`src/rtl/riscv_pkg.sv`:
```
// Shared RV32 definitions: machine widths, fetch queue entry and the opcode map used by decode.
package riscv_pkg;

  localparam int unsigned XLEN    = 32;
  localparam int unsigned ILEN    = 32;
  localparam int unsigned PC_STEP = 4;

  typedef struct packed {
    logic [XLEN-1:0] pc;
    logic [ILEN-1:0] inst;
  } fetch_entry_t;

  // Major opcodes (inst[6:0])
  localparam logic [6:0] OPC_LOAD     = 7'b0000011;
  localparam logic [6:0] OPC_MISC_MEM = 7'b0001111;
  localparam logic [6:0] OPC_OP_IMM   = 7'b0010011;
  localparam logic [6:0] OPC_AUIPC    = 7'b0010111;
  localparam logic [6:0] OPC_STORE    = 7'b0100011;
  localparam logic [6:0] OPC_OP       = 7'b0110011;
  localparam logic [6:0] OPC_LUI      = 7'b0110111;
  localparam logic [6:0] OPC_BRANCH   = 7'b1100011;
  localparam logic [6:0] OPC_JALR     = 7'b1100111;
  localparam logic [6:0] OPC_JAL      = 7'b1101111;
  localparam logic [6:0] OPC_SYSTEM   = 7'b1110011;

endpackage

```
`src/rtl/inst_fetch_if.sv`:
```
// Fetch-stage bus bundle: imem request/response channels, redirect and decoder handshake.
interface inst_fetch_if;
  import riscv_pkg::*;

  logic            imem_req_valid;
  logic            imem_req_ready;
  logic [XLEN-1:0] imem_req_addr;
  logic            imem_rsp_valid;
  logic [ILEN-1:0] imem_rsp_data;
  logic            redirect_valid;
  logic [XLEN-1:0] redirect_pc;
  logic            inst_valid;
  logic            inst_ready;
  logic [ILEN-1:0] inst_out;
  logic [XLEN-1:0] inst_pc;

  modport master (
    output imem_req_valid, imem_req_addr, inst_valid, inst_out, inst_pc,
    input  imem_req_ready, imem_rsp_valid, imem_rsp_data, redirect_valid, redirect_pc, inst_ready
  );

  modport slave (
    input  imem_req_valid, imem_req_addr, inst_valid, inst_out, inst_pc,
    output imem_req_ready, imem_rsp_valid, imem_rsp_data, redirect_valid, redirect_pc, inst_ready
  );

endinterface

```
`src/rtl/fetch_fifo.sv`:
```
// Synchronous instruction queue of {pc, inst}; push+pop legal when full, flush beats push.
module fetch_fifo
  import riscv_pkg::*;
#(
  parameter int unsigned  DEPTH     = 2,
  parameter fetch_entry_t RST_ENTRY = '0,
  localparam int unsigned AW        = (DEPTH > 1) ? $clog2(DEPTH) : 1,
  localparam int unsigned CW        = $clog2(DEPTH + 1)
) (
  input  logic          clk,
  input  logic          rst,
  input  logic          push,
  input  fetch_entry_t  push_data,
  input  logic          pop,
  input  logic          flush,
  output fetch_entry_t  head,
  output logic [CW-1:0] count,
  output logic          full,
  output logic          empty
);

  fetch_entry_t  mem [DEPTH];
  logic [AW-1:0] wr_ptr;
  logic [AW-1:0] rd_ptr;
  logic          do_push;
  logic          do_pop;

  assign empty   = (count == '0);
  assign full    = (count == CW'(DEPTH));
  assign do_pop  = pop && !empty;
  assign do_push = push && (!full || do_pop);
  assign head    = mem[rd_ptr];

  always_ff @(posedge clk or posedge rst) begin
    if (rst) begin
      wr_ptr <= '0;
      rd_ptr <= '0;
      count  <= '0;
      for (int unsigned i = 0; i < DEPTH; i++) mem[AW'(i)] <= RST_ENTRY;
    end else if (flush) begin
      wr_ptr <= '0;
      rd_ptr <= '0;
      count  <= '0;
    end else begin
      if (do_push) begin
        mem[wr_ptr] <= push_data;
        wr_ptr      <= wr_ptr + AW'(1);
      end
      if (do_pop) rd_ptr <= rd_ptr + AW'(1);
      count <= count + CW'(do_push) - CW'(do_pop);
    end
  end

endmodule

```
`src/rtl/inst_fetch.sv`:
```
// Instruction fetch: PC/credit control toward imem, in-order response queue toward decode,
// and redirect handling that drains stale in-flight responses.
module inst_fetch
  import riscv_pkg::*;
#(
  parameter logic [XLEN-1:0] RESET_PC = 32'h0000_0000,
  parameter int unsigned     QDEPTH   = 2
) (
  input logic          clk,
  input logic          rst,
  inst_fetch_if.master bus
);

  localparam int unsigned  CW    = $clog2(QDEPTH + 1);
  localparam logic [0:0]   RUN   = 1'b0;
  localparam logic [0:0]   DRAIN = 1'b1;
  localparam fetch_entry_t RST_ENTRY = '{pc: RESET_PC, inst: '0};

  typedef logic [CW:0] credit_t;

  logic [0:0]      state;
  logic [0:0]      state_nxt;
  logic [XLEN-1:0] fetch_pc;
  logic [XLEN-1:0] rsp_pc;
  logic [XLEN-1:0] redir_pc;
  logic [CW-1:0]   outstanding;
  logic [CW-1:0]   outstanding_nxt;
  logic [CW-1:0]   count;
  logic            req_fire;
  logic            rsp_take;
  logic            rsp_push;
  logic            inst_pop;
  logic            fifo_full;
  logic            fifo_empty;
  fetch_entry_t    rsp_entry;
  fetch_entry_t    head;

  assign redir_pc = bus.redirect_pc & {{(XLEN-2){1'b1}}, 2'b00};

  // Queue slots are reserved at request time so every response always has room.
  assign bus.imem_req_valid = !rst && (state == RUN) && !bus.redirect_valid &&
                              ((credit_t'(outstanding) + credit_t'(count)) < credit_t'(QDEPTH));
  assign bus.imem_req_addr  = fetch_pc;

  assign req_fire  = bus.imem_req_valid && bus.imem_req_ready;
  assign rsp_take  = bus.imem_rsp_valid && (outstanding != '0);
  assign rsp_push  = rsp_take && (state == RUN) && !bus.redirect_valid;
  assign inst_pop  = bus.inst_valid && bus.inst_ready;
  assign rsp_entry = '{pc: rsp_pc, inst: bus.imem_rsp_data};

  assign bus.inst_valid = !fifo_empty;
  assign bus.inst_out   = head.inst;
  assign bus.inst_pc    = head.pc;

  always_ff @(posedge clk or posedge rst) begin
    if (rst) state <= RUN;
    else     state <= state_nxt;
  end

  always_comb begin
    outstanding_nxt = outstanding + CW'(req_fire) - CW'(rsp_take);
    state_nxt       = state;
    if (bus.redirect_valid)
      state_nxt = (outstanding_nxt == '0) ? RUN : DRAIN;
    else if ((state == DRAIN) && (outstanding_nxt == '0))
      state_nxt = RUN;
  end

  always_ff @(posedge clk or posedge rst) begin
    if (rst) begin
      fetch_pc    <= RESET_PC;
      rsp_pc      <= RESET_PC;
      outstanding <= '0;
    end else begin
      outstanding <= outstanding_nxt;
      if (bus.redirect_valid) begin
        fetch_pc <= redir_pc;
        rsp_pc   <= redir_pc;
      end else begin
        if (req_fire) fetch_pc <= fetch_pc + XLEN'(PC_STEP);
        if (rsp_push) rsp_pc   <= rsp_pc + XLEN'(PC_STEP);
      end
    end
  end

  fetch_fifo #(
    .DEPTH     (QDEPTH),
    .RST_ENTRY (RST_ENTRY)
  ) u_fifo (
    .clk       (clk),
    .rst       (rst),
    .push      (rsp_push),
    .push_data (rsp_entry),
    .pop       (inst_pop),
    .flush     (bus.redirect_valid),
    .head      (head),
    .count     (count),
    .full      (fifo_full),
    .empty     (fifo_empty)
  );

  a_rsp_expected: assert property (@(posedge clk) disable iff (rst)
    bus.imem_rsp_valid |-> (outstanding != '0));

  a_push_has_room: assert property (@(posedge clk) disable iff (rst)
    rsp_push |-> (!fifo_full || inst_pop));

endmodule
```
`src/flat_wrapper.sv`:
```
// flat-port wrapper written by rule: the top's interface ports become plain ports
module inst_fetch_flat import riscv_pkg::*;
#(
  parameter logic [XLEN-1:0] RESET_PC = 32'h0000_0000,
  parameter int unsigned     QDEPTH   = 2
)
  (clk, rst, bus_imem_req_valid, bus_imem_req_addr, bus_inst_valid, bus_inst_out, bus_inst_pc, bus_imem_req_ready, bus_imem_rsp_valid, bus_imem_rsp_data, bus_redirect_valid, bus_redirect_pc, bus_inst_ready);
  inst_fetch_if bus_i ();
  input logic clk;
  input logic rst;
  output wire logic [$bits(bus_i.imem_req_valid)-1:0] bus_imem_req_valid;
  output wire logic [$bits(bus_i.imem_req_addr)-1:0] bus_imem_req_addr;
  output wire logic [$bits(bus_i.inst_valid)-1:0] bus_inst_valid;
  output wire logic [$bits(bus_i.inst_out)-1:0] bus_inst_out;
  output wire logic [$bits(bus_i.inst_pc)-1:0] bus_inst_pc;
  input wire logic [$bits(bus_i.imem_req_ready)-1:0] bus_imem_req_ready;
  input wire logic [$bits(bus_i.imem_rsp_valid)-1:0] bus_imem_rsp_valid;
  input wire logic [$bits(bus_i.imem_rsp_data)-1:0] bus_imem_rsp_data;
  input wire logic [$bits(bus_i.redirect_valid)-1:0] bus_redirect_valid;
  input wire logic [$bits(bus_i.redirect_pc)-1:0] bus_redirect_pc;
  input wire logic [$bits(bus_i.inst_ready)-1:0] bus_inst_ready;
  assign bus_imem_req_valid = bus_i.imem_req_valid;
  assign bus_imem_req_addr = bus_i.imem_req_addr;
  assign bus_inst_valid = bus_i.inst_valid;
  assign bus_inst_out = bus_i.inst_out;
  assign bus_inst_pc = bus_i.inst_pc;
  assign bus_i.imem_req_ready = bus_imem_req_ready;
  assign bus_i.imem_rsp_valid = bus_imem_rsp_valid;
  assign bus_i.imem_rsp_data = bus_imem_rsp_data;
  assign bus_i.redirect_valid = bus_redirect_valid;
  assign bus_i.redirect_pc = bus_redirect_pc;
  assign bus_i.inst_ready = bus_inst_ready;
  inst_fetch #(.RESET_PC(RESET_PC), .QDEPTH(QDEPTH)) u_core (.clk(clk), .rst(rst), .bus(bus_i));
endmodule
```
`config.mk`:
```
export PLATFORM = sky130hd
export DESIGN_NAME = inst_fetch_flat
export DESIGN_NICKNAME = d
export VERILOG_FILES = /design/src/rtl/riscv_pkg.sv /design/src/rtl/inst_fetch_if.sv /design/src/rtl/fetch_fifo.sv /design/src/rtl/inst_fetch.sv /design/src/flat_wrapper.sv
export SDC_FILE = /design/constraint.sdc
export NUM_CORES = 1
export LEC_CHECK = 0
export ABC_AREA = 1
export BUFFER_PORTS_ARGS = -buffer_cell sky130_fd_sc_hd__buf_2
export CAP_MARGIN = 10
export CORE_MARGIN = 2
export CORE_UTILIZATION = 40
export DETAILED_ROUTE_END_ITERATION = 10
export SLEW_MARGIN = 20
export SYNTH_ARGS = -nofsm -noshare
export SYNTH_HDL_FRONTEND = slang
export SYNTH_SLANG_ARGS = --single-unit
```
`constraint.sdc`:
```
create_clock -name clk -period 12.6 [get_ports clk]
set_input_delay 1.89 -clock clk [delete_from_list [all_inputs] [get_ports clk]]
set_output_delay 1.89 -clock clk [all_outputs]
set_load 0.01 [all_outputs]
```
; ---- Yosys cells after proc, flatten, opt, wreduce, memory -nomap -nowiden
; Index checks and enable logic that the tools add are counted.
[totals]
regBits = 199
[op_classes]
addsub = 9
magnitude_cmp = 4
eq_ne = 1
mux = 18
n_bitwise = 4
reduce_logical = 26
[ops]
columns = operator, n
row1 = two-way mux 64 bit, 4
row2 = bitwise mux 128 bit, 1
row3 = two-way mux 32 bit, 4
row4 = adder 32 x 3 -> 32 bit (second input constant), 2
row5 = demux 64 bit (select 1 bit), 1
row6 = logical AND 1 bit, 12
row7 = nonzero test 2 bit, 6
row8 = two-way mux 1 bit, 7
row9 = adder 2 x 1 -> 2 bit, 2
row10 = greater-or-equal comparator 2 bit (second input constant), 2
row11 = logical NOT 1 bit, 4
row12 = logical NOT 2 bit, 2
row13 = NOT 1 -> 2 bit, 2
row14 = subtractor 2 x 1 -> 2 bit, 2
row15 = adder 2 x 2 -> 3 bit, 1
row16 = less-than comparator 3 x 2 -> 1 bit (second input constant), 1
row17 = adder 1 bit (second input constant), 2
row18 = equality test 2 bit (second input constant), 1
row19 = less-than comparator 2 x 1 -> 1 bit (second input constant), 1
row20 = two-way mux 2 bit, 1
row21 = NOT 1 bit, 2
row22 = AND reduction 2 bit, 1
row23 = logical OR 1 bit, 1

; ---- Logic depth before layout (Yosys ltp)
[logic_depth]
ltp_word = 11
depth_mapped = 12
mapped_depth_nobuf = 11

; ---- By module
; A second synthesis with hierarchy kept.
[unflattened]
hier_cells = 1463
hier_area_um2 = 11165.7
[by_module_without_submodules]
columns = module, instances, cells_per_inst, area_per_inst_um2
row1 = fetch_fifo, 1, 812, 6677.7
row2 = inst_fetch, 1, 651, 4488.1

; ---- Worst setup path before layout
; No wires, ideal clock.
[synth_path]
path_type = input -> output
from = input port rst
to = output port bus_imem_req_valid
arrival_time_ns = 6.750
required_time_ns = 10.710
setup_slack_ns = 3.960
cell_stages = 3
path_buffers = 0
cell_sequence = inv_1 nand3_1 inv_1
[synth_via]
elab_chain_cells = 4
[synth_rtl]
columns = element, line_no
row1 = from (decl), flat_wrapper.sv:10  ; input logic rst;
row2 = logical NOT 1 bit, inst_fetch.sv:41  ; assign bus.imem_req_valid = !rst && (state == RUN) && !bus.redirect_valid &&
row3 = logical AND 1 bit (3 in series), inst_fetch.sv:41
row4 = to (decl), flat_wrapper.sv:11  ; output wire logic [$bits(bus_i.imem_req_valid)-1:0] bus_imem_req_valid;
; Every way passes these cells.

; ---- Final worst setup path
; Ends and elaborated chain as after synthesis.

==> impl_metrics.tcl <==
set metrics [dict create \
    outcome "finished clean" \
    fmax_mhz 199 \
    drt_iter0_drc 627 \
    drcViolationCount 0 \
    cp-start-kind "input pin" \
    yosys.cell_count.top_type "nand2_1" \
    worst-endpoint-required_ns 10.71 \
    design.die.area_um2 26500 \
    min_period_ns 5.01 \
    slowest_delay_ns 0.60 \
    grt_use_total_pct 20.9 \
    die_y_um 163 \
    ctsRootBufferMaster "clkbuf_16" \
    final_util_pct 46.7 \
    peakVddDrop_v 0.0000927 \
    drt_first_pass_iters 5 \
    cap_violations 0 \
    p_leak_nw 5.74 \
    worst_pin_slew_ns 1.08 \
    ctsResizeCount 0 \
    yosys-top-cells-area "dfrtp_1, nand2_1, o21ai_0" \
    starting_utilization_of_the_core_area_pct 40.4 \
    ys_ff_latch 191 \
    tritoncts "yes" \
    clkSlewWorstSetupHoldPaths_ns 0.07 \
    via_per_inst 4.92 \
    netlist.top_cell.by_area "dfrtp_1" \
    clock_latency_ns 0.43 \
    cts_setup_buffers 0 \
    relSlewSlack_pct 27.9 \
    cts.sinks 191 \
    vias 9056 \
    rsz0062_at_grt "false" \
    place_ws_ns 7.42 \
    first_global_vias 8476 \
    cts-htree-levels 4 \
    grt_pass1_wl_um 44200 \
    die_w_um 163 \
    avgSynthCellArea_um2 7.35 \
    crit_buf_inv 4 \
    final_net_count 1574 \
    yosysTopAreaCellShare_pct 47.3 \
    synth_cell_type_count 35 \
    pin_count 168 \
    design.core.area_um2 25000 \
    timing_max_transition_violations_final 0 \
    setup_ws_ns 7.59 \
    layout_cells_sized_above_1_pct 15.3 \
    wl_um 27200 \
    numPortBuffers 161 \
    synth.yosys.seq_area_share_pct 47.3 \
    path_delay_family "buffers and inverters" \
    grt_start_max_net_pins 126 \
    ys_top_cells_by_count "nand2_1, dfrtp_1, inv_1" \
    yosys_warnings 0 \
    setup_viol_count_final 0 \
    grt_remaining_overflow 0 \
    clock_path_buffers 2 \
    critical-path-slowest-cell "inv_8" \
    hold_path.class "reg -> reg" \
    dpl_wire_length_um 18600 \
    worst-path-max-fanout 125 \
    post-route-period-util_pct 39.8 \
    arrival_ns 3.12 \
    critical_path_class "in -> out" \
    hold_violations 0 \
    antennaDiodeCount 0 \
    std_cell_rows 58 \
    final_antenna_net_count 0 \
    detail_route.wl_per_cell_um 14.8 \
    antenna_violations_before_repair 0 \
    totalNegativeSetupSlack_ns 0 \
    power_density_nw_per_um2 203 \
    endpoint_kind "output pin" \
    inserted_clock_buffers 17 \
    syn-cell-area_um2 10100 \
    areaGrowthSynthToFinish_pct 15.4 \
    finalClockSkew_ns 0.0130 \
    share_of_flip_flops_with_an_asynchronous_set_or_reset_after_synthesis_pct 100 \
    cts-hold-fix-buffers 0 \
    timing.critical_path.cells "buf_2 > inv_8 > nand3_1 > inv_1 > buf_2" \
    ys_dominant_reg_cell "dfrtp_1" \
    syn_inst 1374 \
    gp_congestion 0.904 \
    critical_path.most_common_cell "buf_2" \
    synth_edf_count 0 \
]
registers in the layout, indices dropped and copies added, names as in the netlist:
signal	cells
u_core.rsp_pc	30
u_core.outstanding	2
u_core.bus.imem_req_addr	30
u_core.u_fifo.wr_ptr	1
u_core.u_fifo.rd_ptr	1
u_core.u_fifo.count	2
u_core.state	1
u_core.u_fifo.mem	124
metal layers:
metal | track usage (%) | part of all wire, % | vias up
met5 | 0 | 0 | -
met2 | 32.8 | 44 | 289
li1 | - | - | 4592
met4 | 5.31 | 1.5 | 0
met3 | 3.54 | 6.1 | 27
met1 | 30.0 | 48 | 4148
cell families (layout without fill, tap and decap cells):
kind of cell | Yosys count | in the layout | share of synthesized area [%]
adders and majority gates | 7 | 7 | 0.942
buffers and inverters | 230 | 363 | 9.67
xor gates and xnor gates | 13 | 13 | 1.13
and+or+nand+nor | 646 | 646 | 26.3
DFF | 191 | 191 | 47.3
AOI/OAI and AO/OA | 286 | 286 | 14.6
other | 1 | 4 | 0.0371
where the power goes:
part           switching (mW)  leakage (nW)  internal [mW]  total [mW]
clock network           0.260         0.305          0.326       0.586
logic                   0.504          3.07          0.292       0.796
registers               0.144          2.37          0.838       0.983
total                   0.909          5.74           1.46        2.36
worst min-delay path, delay by kind of cell, from the launching register on:
kind / cells / cell delay, ns
DFF: 1 / 0.34
AOI/OAI and AO/OA: 1 / 0.07
and+or+nand+nor: 1 / 0.05
final cells by class:
type                            count  area, um^2
Clock inverter                     14         196
Tap cell                          330         413
Inverter                          165         627
Timing Repair Buffer              166         843
Fill cell                        2588       13300
Clock buffer                       18         439
Multi-Input combinational cell    956        4350
Sequential cell                   191        4780
per-stage QoR:
stage	power (mW)	hold WS [ns]	cell area (um^2)	std cells
CTS	2.39	0.504	11700	1840
global placement	1.77	0.480	11000	1808
global route	2.56	0.516	11700	1840
detailed placement	1.80	0.486	11000	1808
floorplan	1.50	0.463	10100	1377
finish	2.36	0.498	11700	1840
final timing paths:
check | slack (ns) | from | cells after the start | to
worst max-delay path | 7.59 | rst | 5 | bus_imem_req_valid
worst min-delay path | 0.50 | u_core.u_fifo.mem[35] | 2 | u_core.u_fifo.mem[35]
worst max register to register | 9.47 | u_core.outstanding[1] | 9 | u_core.u_fifo.mem[45]
worst min register to register | 0.50 | u_core.u_fifo.mem[35] | 2 | u_core.u_fifo.mem[35]
max in group asynchronous | 9.51 | rst | 3 | u_core.u_fifo.mem[108]
min in group asynchronous | 1.64 | rst | 2 | u_core.u_fifo.mem[99]
layout by cell type (no fill, tap or decap), drive strengths merged, types with 6 or more instances in the layout:
cell type	instances
buf	166
o211ai	6
ha	6
a21oi	71
nand3	69
a31oi	9
xor2	9
nand4	7
nor2	135
nand2	423
clkbuf	18
inv	170
dfrtp	191
o21ai	195
Power figures use the tool's default switching activity.
